**config.mk**
```make
export PLATFORM = sky130hd
export DESIGN_NAME = top_memoryaccess
export DESIGN_NICKNAME = d
export VERILOG_FILES = /design/src/rtl/top_memoryaccess.sv
export SDC_FILE = /design/constraint.sdc
export NUM_CORES = 1
export LEC_CHECK = 0
export CORE_ASPECT_RATIO = 0.75
export CORE_UTILIZATION = 35
export CTS_CLUSTER_DIAMETER = 100
export CTS_CLUSTER_SIZE = 24
export DETAILED_ROUTE_END_ITERATION = 8
export PLACE_DENSITY = 0.72
export SYNTH_ARGS = -nofsm -noshare
export SYNTH_HDL_FRONTEND = slang
export SYNTH_SLANG_ARGS = --single-unit
```
**constraint.sdc**
```tcl
create_clock -name clk -period 2.5 [get_ports clk]
set_input_delay 0.375 -clock clk [delete_from_list [all_inputs] [get_ports clk]]
set_output_delay 0.375 -clock clk [all_outputs]
set_load 0.05 [all_outputs]
```
**src/rtl/top_memoryaccess.sv**
```systemverilog
// MemoryAccess stage: runs load/store on the req/ack data bus and registers *_mw results.
// Optional: define MEMACC_MISALIGN_TRAP_EN to trap misaligned half/word accesses instead of aligning them.
module top_memoryaccess #(
  parameter int unsigned XLEN          = 32,
  parameter int unsigned OPLEN         = 9,
  parameter int unsigned ACK_TIMEOUT   = 16,
  parameter int unsigned USE_LOAD_BIT  = 3,
  parameter int unsigned USE_STORE_BIT = 4,
  parameter int unsigned FUNCT3_BIT_L  = 0,
  parameter int unsigned FUNCT3_BIT_M  = 2
) (
  input  logic             clk,
  input  logic             rst,
  input  logic             phase_memoryaccess,
  input  logic             phase_writeback,
  input  logic [OPLEN-1:0] decoded_op_em,
  input  logic             jump_state_em,
  input  logic [4:0]       rdsel_em,
  input  logic [XLEN-1:0]  next_pc_em,
  input  logic [XLEN-1:0]  alu_out_em,
  input  logic [XLEN-1:0]  rs2data_em,
  output logic             dmem_req,
  output logic             dmem_we,
  output logic [XLEN-1:0]  dmem_addr,
  output logic [XLEN-1:0]  dmem_wdata,
  output logic [3:0]       dmem_be,
  input  logic             dmem_ack,
  input  logic [XLEN-1:0]  dmem_rdata,
  output logic             stall_memoryaccess,
  output logic [XLEN-1:0]  rd_data_mw,
  output logic [XLEN-1:0]  next_pc_mw,
  output logic [4:0]       rdsel_mw,
  output logic             jump_state_mw,
  output logic [OPLEN-1:0] decoded_op_mw,
  output logic             bus_err_mw,
  output logic             misalign_mw
);

  localparam int unsigned CW = (ACK_TIMEOUT > 2) ? $clog2(ACK_TIMEOUT) : 1;

  typedef enum logic [1:0] {S_IDLE, S_REQ, S_DONE} state_t;

  state_t           state_q, state_d;
  logic [CW-1:0]    cnt_q, cnt_d;
  logic             req_q, req_d, we_q, we_d;
  logic [XLEN-1:0]  addr_q, addr_d, wdata_q, wdata_d;
  logic [3:0]       be_q, be_d;
  logic [1:0]       off_q, off_d;
  logic [2:0]       fn_q, fn_d;
  logic [XLEN-1:0]  ld_q, ld_d;
  logic             err_q, err_d;

  logic [XLEN-1:0]  rd_data_q, rd_data_d, next_pc_q, next_pc_d;
  logic [4:0]       rdsel_q, rdsel_d;
  logic             jump_q, jump_d, bus_err_q, bus_err_d, mis_q, mis_d;
  logic [OPLEN-1:0] op_q, op_d;

  logic             is_load, is_store, memop, misalign, stall;
  logic [2:0]       funct3;
  logic [1:0]       off;
  logic             size_byte, size_half;
  logic [3:0]       be_st;
  logic [XLEN-1:0]  wdata_st, ld_val;
  logic [7:0]       lane8;
  logic [15:0]      lane16;

  assign funct3    = decoded_op_em[FUNCT3_BIT_M:FUNCT3_BIT_L];
  assign is_load   = decoded_op_em[USE_LOAD_BIT];
  assign is_store  = decoded_op_em[USE_STORE_BIT];
  assign memop     = is_load | is_store;
  assign off       = alu_out_em[1:0];
  assign size_byte = (funct3[1:0] == 2'b00);
  assign size_half = (funct3[1:0] == 2'b01);

`ifdef MEMACC_MISALIGN_TRAP_EN
  assign misalign = memop & ((size_half & off[0]) | (!size_byte & !size_half & (off != 2'b00)));
`else
  assign misalign = 1'b0;
`endif

  assign stall = phase_memoryaccess & memop & ~misalign & (state_q != S_DONE);
  assign stall_memoryaccess = stall;

  // Store lanes; a misaligned half/word simply drops the low address bits here.
  always_comb begin
    be_st    = 4'b1111;
    wdata_st = rs2data_em;
    if (size_byte) begin
      be_st    = 4'b0001 << off;
      wdata_st = {4{rs2data_em[7:0]}};
    end else if (size_half) begin
      be_st    = 4'b0011 << {off[1], 1'b0};
      wdata_st = {2{rs2data_em[15:0]}};
    end
  end

  always_comb begin
    lane8  = dmem_rdata[{off_q, 3'b000} +: 8];
    lane16 = dmem_rdata[{off_q[1], 4'b0000} +: 16];
    case (fn_q[1:0])
      2'b00:   ld_val = fn_q[2] ? {{(XLEN-8){1'b0}}, lane8}
                                : {{(XLEN-8){lane8[7]}}, lane8};
      2'b01:   ld_val = fn_q[2] ? {{(XLEN-16){1'b0}}, lane16}
                                : {{(XLEN-16){lane16[15]}}, lane16};
      default: ld_val = dmem_rdata;
    endcase
  end

  always_comb begin
    state_d   = state_q;
    cnt_d     = cnt_q;
    req_d     = req_q;
    we_d      = we_q;
    addr_d    = addr_q;
    wdata_d   = wdata_q;
    be_d      = be_q;
    off_d     = off_q;
    fn_d      = fn_q;
    ld_d      = ld_q;
    err_d     = err_q;
    rd_data_d = rd_data_q;
    next_pc_d = next_pc_q;
    rdsel_d   = rdsel_q;
    jump_d    = jump_q;
    op_d      = op_q;
    bus_err_d = bus_err_q;
    mis_d     = mis_q;

    case (state_q)
      S_IDLE: begin
        if (phase_memoryaccess && memop && !misalign) begin
          state_d = S_REQ;
          req_d   = 1'b1;
          we_d    = is_store;
          addr_d  = {alu_out_em[XLEN-1:2], 2'b00};
          wdata_d = wdata_st;
          be_d    = is_store ? be_st : 4'b1111;
          off_d   = off;
          fn_d    = funct3;
          cnt_d   = '0;
          err_d   = 1'b0;
        end
      end
      S_REQ: begin
        if (dmem_ack) begin
          req_d   = 1'b0;
          ld_d    = ld_val;
          state_d = S_DONE;
        end else if (cnt_q == CW'(ACK_TIMEOUT - 1)) begin
          req_d   = 1'b0;
          err_d   = 1'b1;
          state_d = S_DONE;
        end else begin
          cnt_d = cnt_q + 1'b1;
        end
      end
      S_DONE: begin
        if (phase_writeback) state_d = S_IDLE;
      end
      default: state_d = S_IDLE;
    endcase

    // Memops only reach here in DONE (or when trapped), so err_q/ld_q belong to this op.
    if (phase_memoryaccess && !stall) begin
      next_pc_d = next_pc_em;
      rdsel_d   = rdsel_em;
      jump_d    = jump_state_em;
      op_d      = decoded_op_em;
      mis_d     = misalign;
      bus_err_d = memop & ~misalign & err_q;
      if (misalign || !memop)  rd_data_d = alu_out_em;
      else if (err_q)          rd_data_d = '0;
      else if (is_load)        rd_data_d = ld_q;
      else                     rd_data_d = alu_out_em;
    end
  end

  always_ff @(posedge clk) begin
    if (rst) begin
      state_q   <= S_IDLE;
      cnt_q     <= '0;
      req_q     <= 1'b0;
      we_q      <= 1'b0;
      addr_q    <= '0;
      wdata_q   <= '0;
      be_q      <= '0;
      off_q     <= '0;
      fn_q      <= '0;
      ld_q      <= '0;
      err_q     <= 1'b0;
      rd_data_q <= '0;
      next_pc_q <= '0;
      rdsel_q   <= '0;
      jump_q    <= 1'b0;
      op_q      <= '0;
      bus_err_q <= 1'b0;
      mis_q     <= 1'b0;
    end else begin
      state_q   <= state_d;
      cnt_q     <= cnt_d;
      req_q     <= req_d;
      we_q      <= we_d;
      addr_q    <= addr_d;
      wdata_q   <= wdata_d;
      be_q      <= be_d;
      off_q     <= off_d;
      fn_q      <= fn_d;
      ld_q      <= ld_d;
      err_q     <= err_d;
      rd_data_q <= rd_data_d;
      next_pc_q <= next_pc_d;
      rdsel_q   <= rdsel_d;
      jump_q    <= jump_d;
      op_q      <= op_d;
      bus_err_q <= bus_err_d;
      mis_q     <= mis_d;
    end
  end

  assign dmem_req      = req_q;
  assign dmem_we       = we_q;
  assign dmem_addr     = addr_q;
  assign dmem_wdata    = wdata_q;
  assign dmem_be       = be_q;
  assign rd_data_mw    = rd_data_q;
  assign next_pc_mw    = next_pc_q;
  assign rdsel_mw      = rdsel_q;
  assign jump_state_mw = jump_q;
  assign decoded_op_mw = op_q;
  assign bus_err_mw    = bus_err_q;
`ifdef MEMACC_MISALIGN_TRAP_EN
  assign misalign_mw   = mis_q;
`else
  assign misalign_mw   = 1'b0;
`endif

endmodule
```
# Yosys cells after proc, flatten, opt, wreduce, memory -nomap -nowiden
# Cells that the tools add are included.
# classes
n_addsub	1
eq_ne	12
shift	4
muxes	28
bitwise	4
reduce_logical	13
# op_table
cell	count
two-way mux 32 bit	7
case mux 32 bit (2 select lines)	1
indexed part select 32 x 6 -> 16 bit	1
indexed part select 32 x 6 -> 8 bit	1
two-way mux 4 bit	6
inequality test 2 bit (second input constant)	6
two-way mux 2 bit	4
case mux 4 bit (2 select lines)	1
AND reduction 4 bit	2
== test 2 x 1 -> 1 bit (second input constant)	3
logical NOT 2 bit	3
two-way mux 1 bit	6
case mux 2 bit (3 select lines)	1
AND reduction 3 bit	2
adder 4 x 1 -> 4 bit (second input constant)	1
== test 4 bit (second input constant)	1
case mux 1 bit (2 select lines)	2
AND reduction 2 bit	2
left shift 1 x 2 -> 4 bit (first input constant)	1
left shift 2 x 2 -> 4 bit (first input constant)	1
bitwise AND 1 bit	3
inequality test 3 bit (second input constant)	1
== test 2 bit (second input constant)	1
logical AND 1 bit	2
other kinds (3)	3
# word_totals
register_bits	192
input_bits	148
out_inout_bits	152
elab_cells	79

# Logic depth before layout (Yosys ltp)
# logic_depth
word_depth	5
depth_mapped	7
mapped_depth_nobuf	5

# Worst setup path before layout
# OpenSTA, ideal clock, no wires.
# synth_timing
path_kind	input to output
from	input port decoded_op_em[3]
to	output port stall_memoryaccess
t_arrival_ps	1307
required_ps	2125
path_slack_ps	818
stages	3
path_buffers	1
path_cell_list	buf_2 -> o21ai_1 -> nor2_1
# synth_between
elab_chain_cells	3
# synth_rtl
element	line	rtl
from (decl)	16	input logic [OPLEN-1:0] decoded_op_em,
OR 1 bit	70	assign memop = is_load | is_store;
bitwise AND 1 bit (2 in series)	81	assign stall = phase_memoryaccess & memop & ~misalign & (state_q != S_DONE);
to (decl)	29	output logic stall_memoryaccess,
# Every way passes these cells.

# Worst setup path in the final report
# layout_timing
from	register req_q (netlist: dmem_req)
to	output port dmem_req
# layout_rtl
element	line	rtl
from (decl)	45	logic req_q, req_d, we_q, we_d;
from (signal assigned)	201	req_q <= req_d;
to (decl)	22	output logic dmem_req,
# No word-level cell between the ends.

==> metrics.md <==
| Metric | Value |
|---|---|
| Status | `finished clean` |
| CTS tree | `built` |
| Clk Tree Root Cell | `clkbuf_16` |
| Final ANT Viol Nets | `0` |
| Core ar. | `22200 um^2` |
| Fmax | `0.485 GHz` |
| RSZ-0062 raised after global routing | `false` |
| Die height | `between 100 and 150 um` |
| Mapped cell area | `7980 um^2` |
| Max-Slew Margin vs Limit | `a little under half` |
| Post-CTS sizing | `0` |
| FF+latch count, synth | `about 190` |
| FP Rows | `47` |
| Tcrit/Tclk final | `82.4%` |
| Hold Buf Count CTS | `0` |
| CP cell instances | `clkdlybuf4s50_1` |
| Vias in the first global route | `7279` |
| Cell Pwr Density | `651 nW/um^2` |
| Routability cong. | `0.847` |
| Io pins | `300` |
| Worst hold path type | `input port to flip-flop` |
| Total GRT Usage | `21.8%` |
| Final setup violation count | `0` |
| Ys Warns | `0` |
| Library cells used by synthesis | `51` |
| Min cycle time layout | `2060 ps` |
| Fraction of layout cells with a size suffix above 1 | `10.7%` |
| Clk_lat worst skew | `~440 ps` |
| Leak pwr | `0.00418 uW` |
| Critical Path Sink Type | `primary output` |
| Maximum clock path buffer count | `2` |
| Synth Instances | `936` |
| Routed WL per cell | `17.0 um` |
| Starting Density | `35.9%` |
| H-Tree Depth | `4` |
| Max_cap viols | `0` |
| CP startpoint kind | `flip-flop` |
| Hpwl dp | `~18000 um` |
| DP Worst Slack | `285 ps` |
| Endpoints failing hold | `0` |
| Worst path slowest cell | `clkdlybuf4s50_1` |
| Core Util, Final | `53.1%` |
| Average instance area after synthesis | `roughly 8.5 um^2` |
| CP Buf/Inv Count | `1` |
| Final setup margin | `439 ps` |
| Seq/Total Area, Yosys | `around half` |
| CTS Sinks | `192` |
| Vias per inst | `5.06` |
| Initial antenna violation count | `1` |
| Vias | `about 7600` |
| WP data required | `2120 ps` |
| Main synth FF type | `dfxtp_1` |
| P&R area growth vs syn | `47.9%` |
| First-pass GRT wire length | `40100 um` |
| Die ar. | `between 20000 and 25000 um^2` |
| Setup bufs post-CTS | `0` |
| IO buf count | `296` |
| Fillers | `2046` |
| Worst-margin pin slew | `783 ps` |
| Clock Skew | `18.8 ps` |
| CTS clk-pin slew, worst paths | `80 ps` |
| Max VDD drop | `~0.35 mV` |
| DRC Markers | `0` |
| Crit Path Max Fanout | `3` |
| Routed wire length | `25700 um` |
| Final slew viol count | `0` |
| Initial DRC count | `489` |
| Number of synthesized flops with an enable pin | `0` |
| Async SR Flop Fraction | `0%` |
| Kind of critical path | `flip-flop to primary output` |
| Top cell family by delay on the critical path | `buffers and inverters` |
| Fin nets | `1349` |
| Die W | `approximately 180 um` |
| Drt pass-1 iters | `5` |
| CP arrival | `~1700 ps` |
| GRT overflow | `0` |
| Largest net degree at the start of global routing | `62` |
| Final TNS setup | `0 ps` |
| CP max stage delay | `910 ps` |
| CTS Buf Count | `17` |
==> cells in the final DEF, fill, tap and decap left out, types with 2 or more instances in the layout <==
| master | n |
|---|---|
| nand2b_1 | 4 |
| a211oi_2 | 10 |
| inv_1 | 2 |
| inv_6 | 4 |
| clkbuf_16 | 17 |
| clkinv_2 | 4 |
| mux2i_1 | 19 |
| dfxtp_1 | 192 |
| nor3b_2 | 2 |
| nor3_1 | 6 |
| clkdlybuf4s50_1 | 293 |
| a22oi_1 | 32 |
| a311oi_1 | 9 |
| inv_8 | 3 |
| nand2_1 | 238 |
| o21ai_0 | 22 |
| mux2_2 | 37 |
| nor2_1 | 95 |
| a222oi_1 | 6 |
| conb_1 | 3 |
| xor2_1 | 3 |
| buf_12 | 6 |
| a211oi_1 | 25 |
| a2111oi_2 | 8 |
| o21bai_1 | 4 |
| buf_4 | 21 |
| nor3_2 | 2 |
| nor3b_1 | 9 |
| nand3_1 | 3 |
| a21oi_1 | 105 |
==> power by group <==
group	leakage, uW	total [uW]	internal (uW)	switching, uW
clock	0.000287	2690	1410	1280
combinational	0.00233	1670	671	1000
sequential	0.00157	3320	3220	95.6
==> metal layers <==
layer  part of all wire, %  up-vias  track usage [%]
li1                      -     3731                -
met1                    46     3596             29.0
met2                    45      273             34.1
met3                   8.1       27             6.87
met4                   1.1        0             5.17
met5                     0        -                0
==> registers in the layout, summed over array words and instances (netlist names), 2 cells and up <==
name	cells
ld_q	32
decoded_op_mw	9
dmem_addr	30
rd_data_mw	32
rdsel_mw	5
next_pc_mw	32
dmem_wdata	32
state_q	2
off_q	2
dmem_be	4
fn_q	3
cnt_q	4
==> synth_stat cells, types with 4 or more instances <==
| master | number | area [um^2] |
|---|---|---|
| a22oi_1 | 32 | 240 |
| nor2_1 | 95 | 357 |
| nand2b_1 | 4 | 25.0 |
| mux2_2 | 37 | 417 |
| buf_4 | 6 | 45.0 |
| a211oi_1 | 25 | 188 |
| o21ai_0 | 22 | 110 |
| a222oi_1 | 6 | 60.1 |
| nor3b_1 | 9 | 67.6 |
| a21oi_1 | 105 | 526 |
| o21bai_1 | 4 | 30.0 |
| mux2i_1 | 19 | 190 |
| clkbuf_1 | 37 | 139 |
| a2111oi_2 | 8 | 120 |
| a211oi_2 | 10 | 125 |
| nand2_1 | 238 | 893 |
| buf_2 | 31 | 155 |
| dfxtp_1 | 192 | 3840 |
| a311oi_1 | 9 | 78.8 |
| nor3_1 | 7 | 35.0 |
==> layout make-up <==
type / instances / area, um^2 / share of cell area [%]
clock inverters: 15 / 151 / 1.28
repair buffers: 322 / 3230 / 27.3
flip-flops and latches: 192 / 3840 / 32.6
clock buffers: 17 / 425 / 3.61
inverters: 2 / 7.51 / 0.0636
multi-input cells: 665 / 3770 / 32.0
well taps: 294 / 368 / 3.12
diodes: 1 / 2.50 / 0.0212
==> cells by family (layout without fill, tap and decap cells) <==
logic type / count (synthesis) / count (layout) / synth area share (%)
other: 1 / 4 / 0.0470
buffers and inverters: 81 / 356 / 4.77
XOR/XNOR: 3 / 3 / 0.329
adder cells (fa/ha/maj): 1 / 1 / 0.157
AO/OA/AOI/OAI: 229 / 229 / 19.3
flip-flops: 192 / 192 / 48.2
multiplexers: 57 / 57 / 7.78
AND/OR/NAND/NOR: 372 / 372 / 19.4
==> through the flow <==
stage               std cells  hold slack (ps)  instance area, um^2  power, uW
finish                   1508              341                11800       7680
global route             1507              333                11800       8000
detailed placement       1475              447                11200       5060
global placement         1475              440                11200       5040
floorplan                 938              450                 7990       4370
CTS                      1507              342                11800       7770
==> path summary, 6_finish.rpt <==
check                       from  depth (start not counted)  slack [ps]              to
setup / recovery        dmem_req                          1         440        dmem_req
hold / removal               rst                          2         340  rd_data_mw[19]
setup reg to reg        off_q[1]                          4         460         ld_q[9]
hold reg to reg   dmem_wdata[25]                          2         450  dmem_wdata[25]
Note: power is estimated with default switching activity, not from simulation.
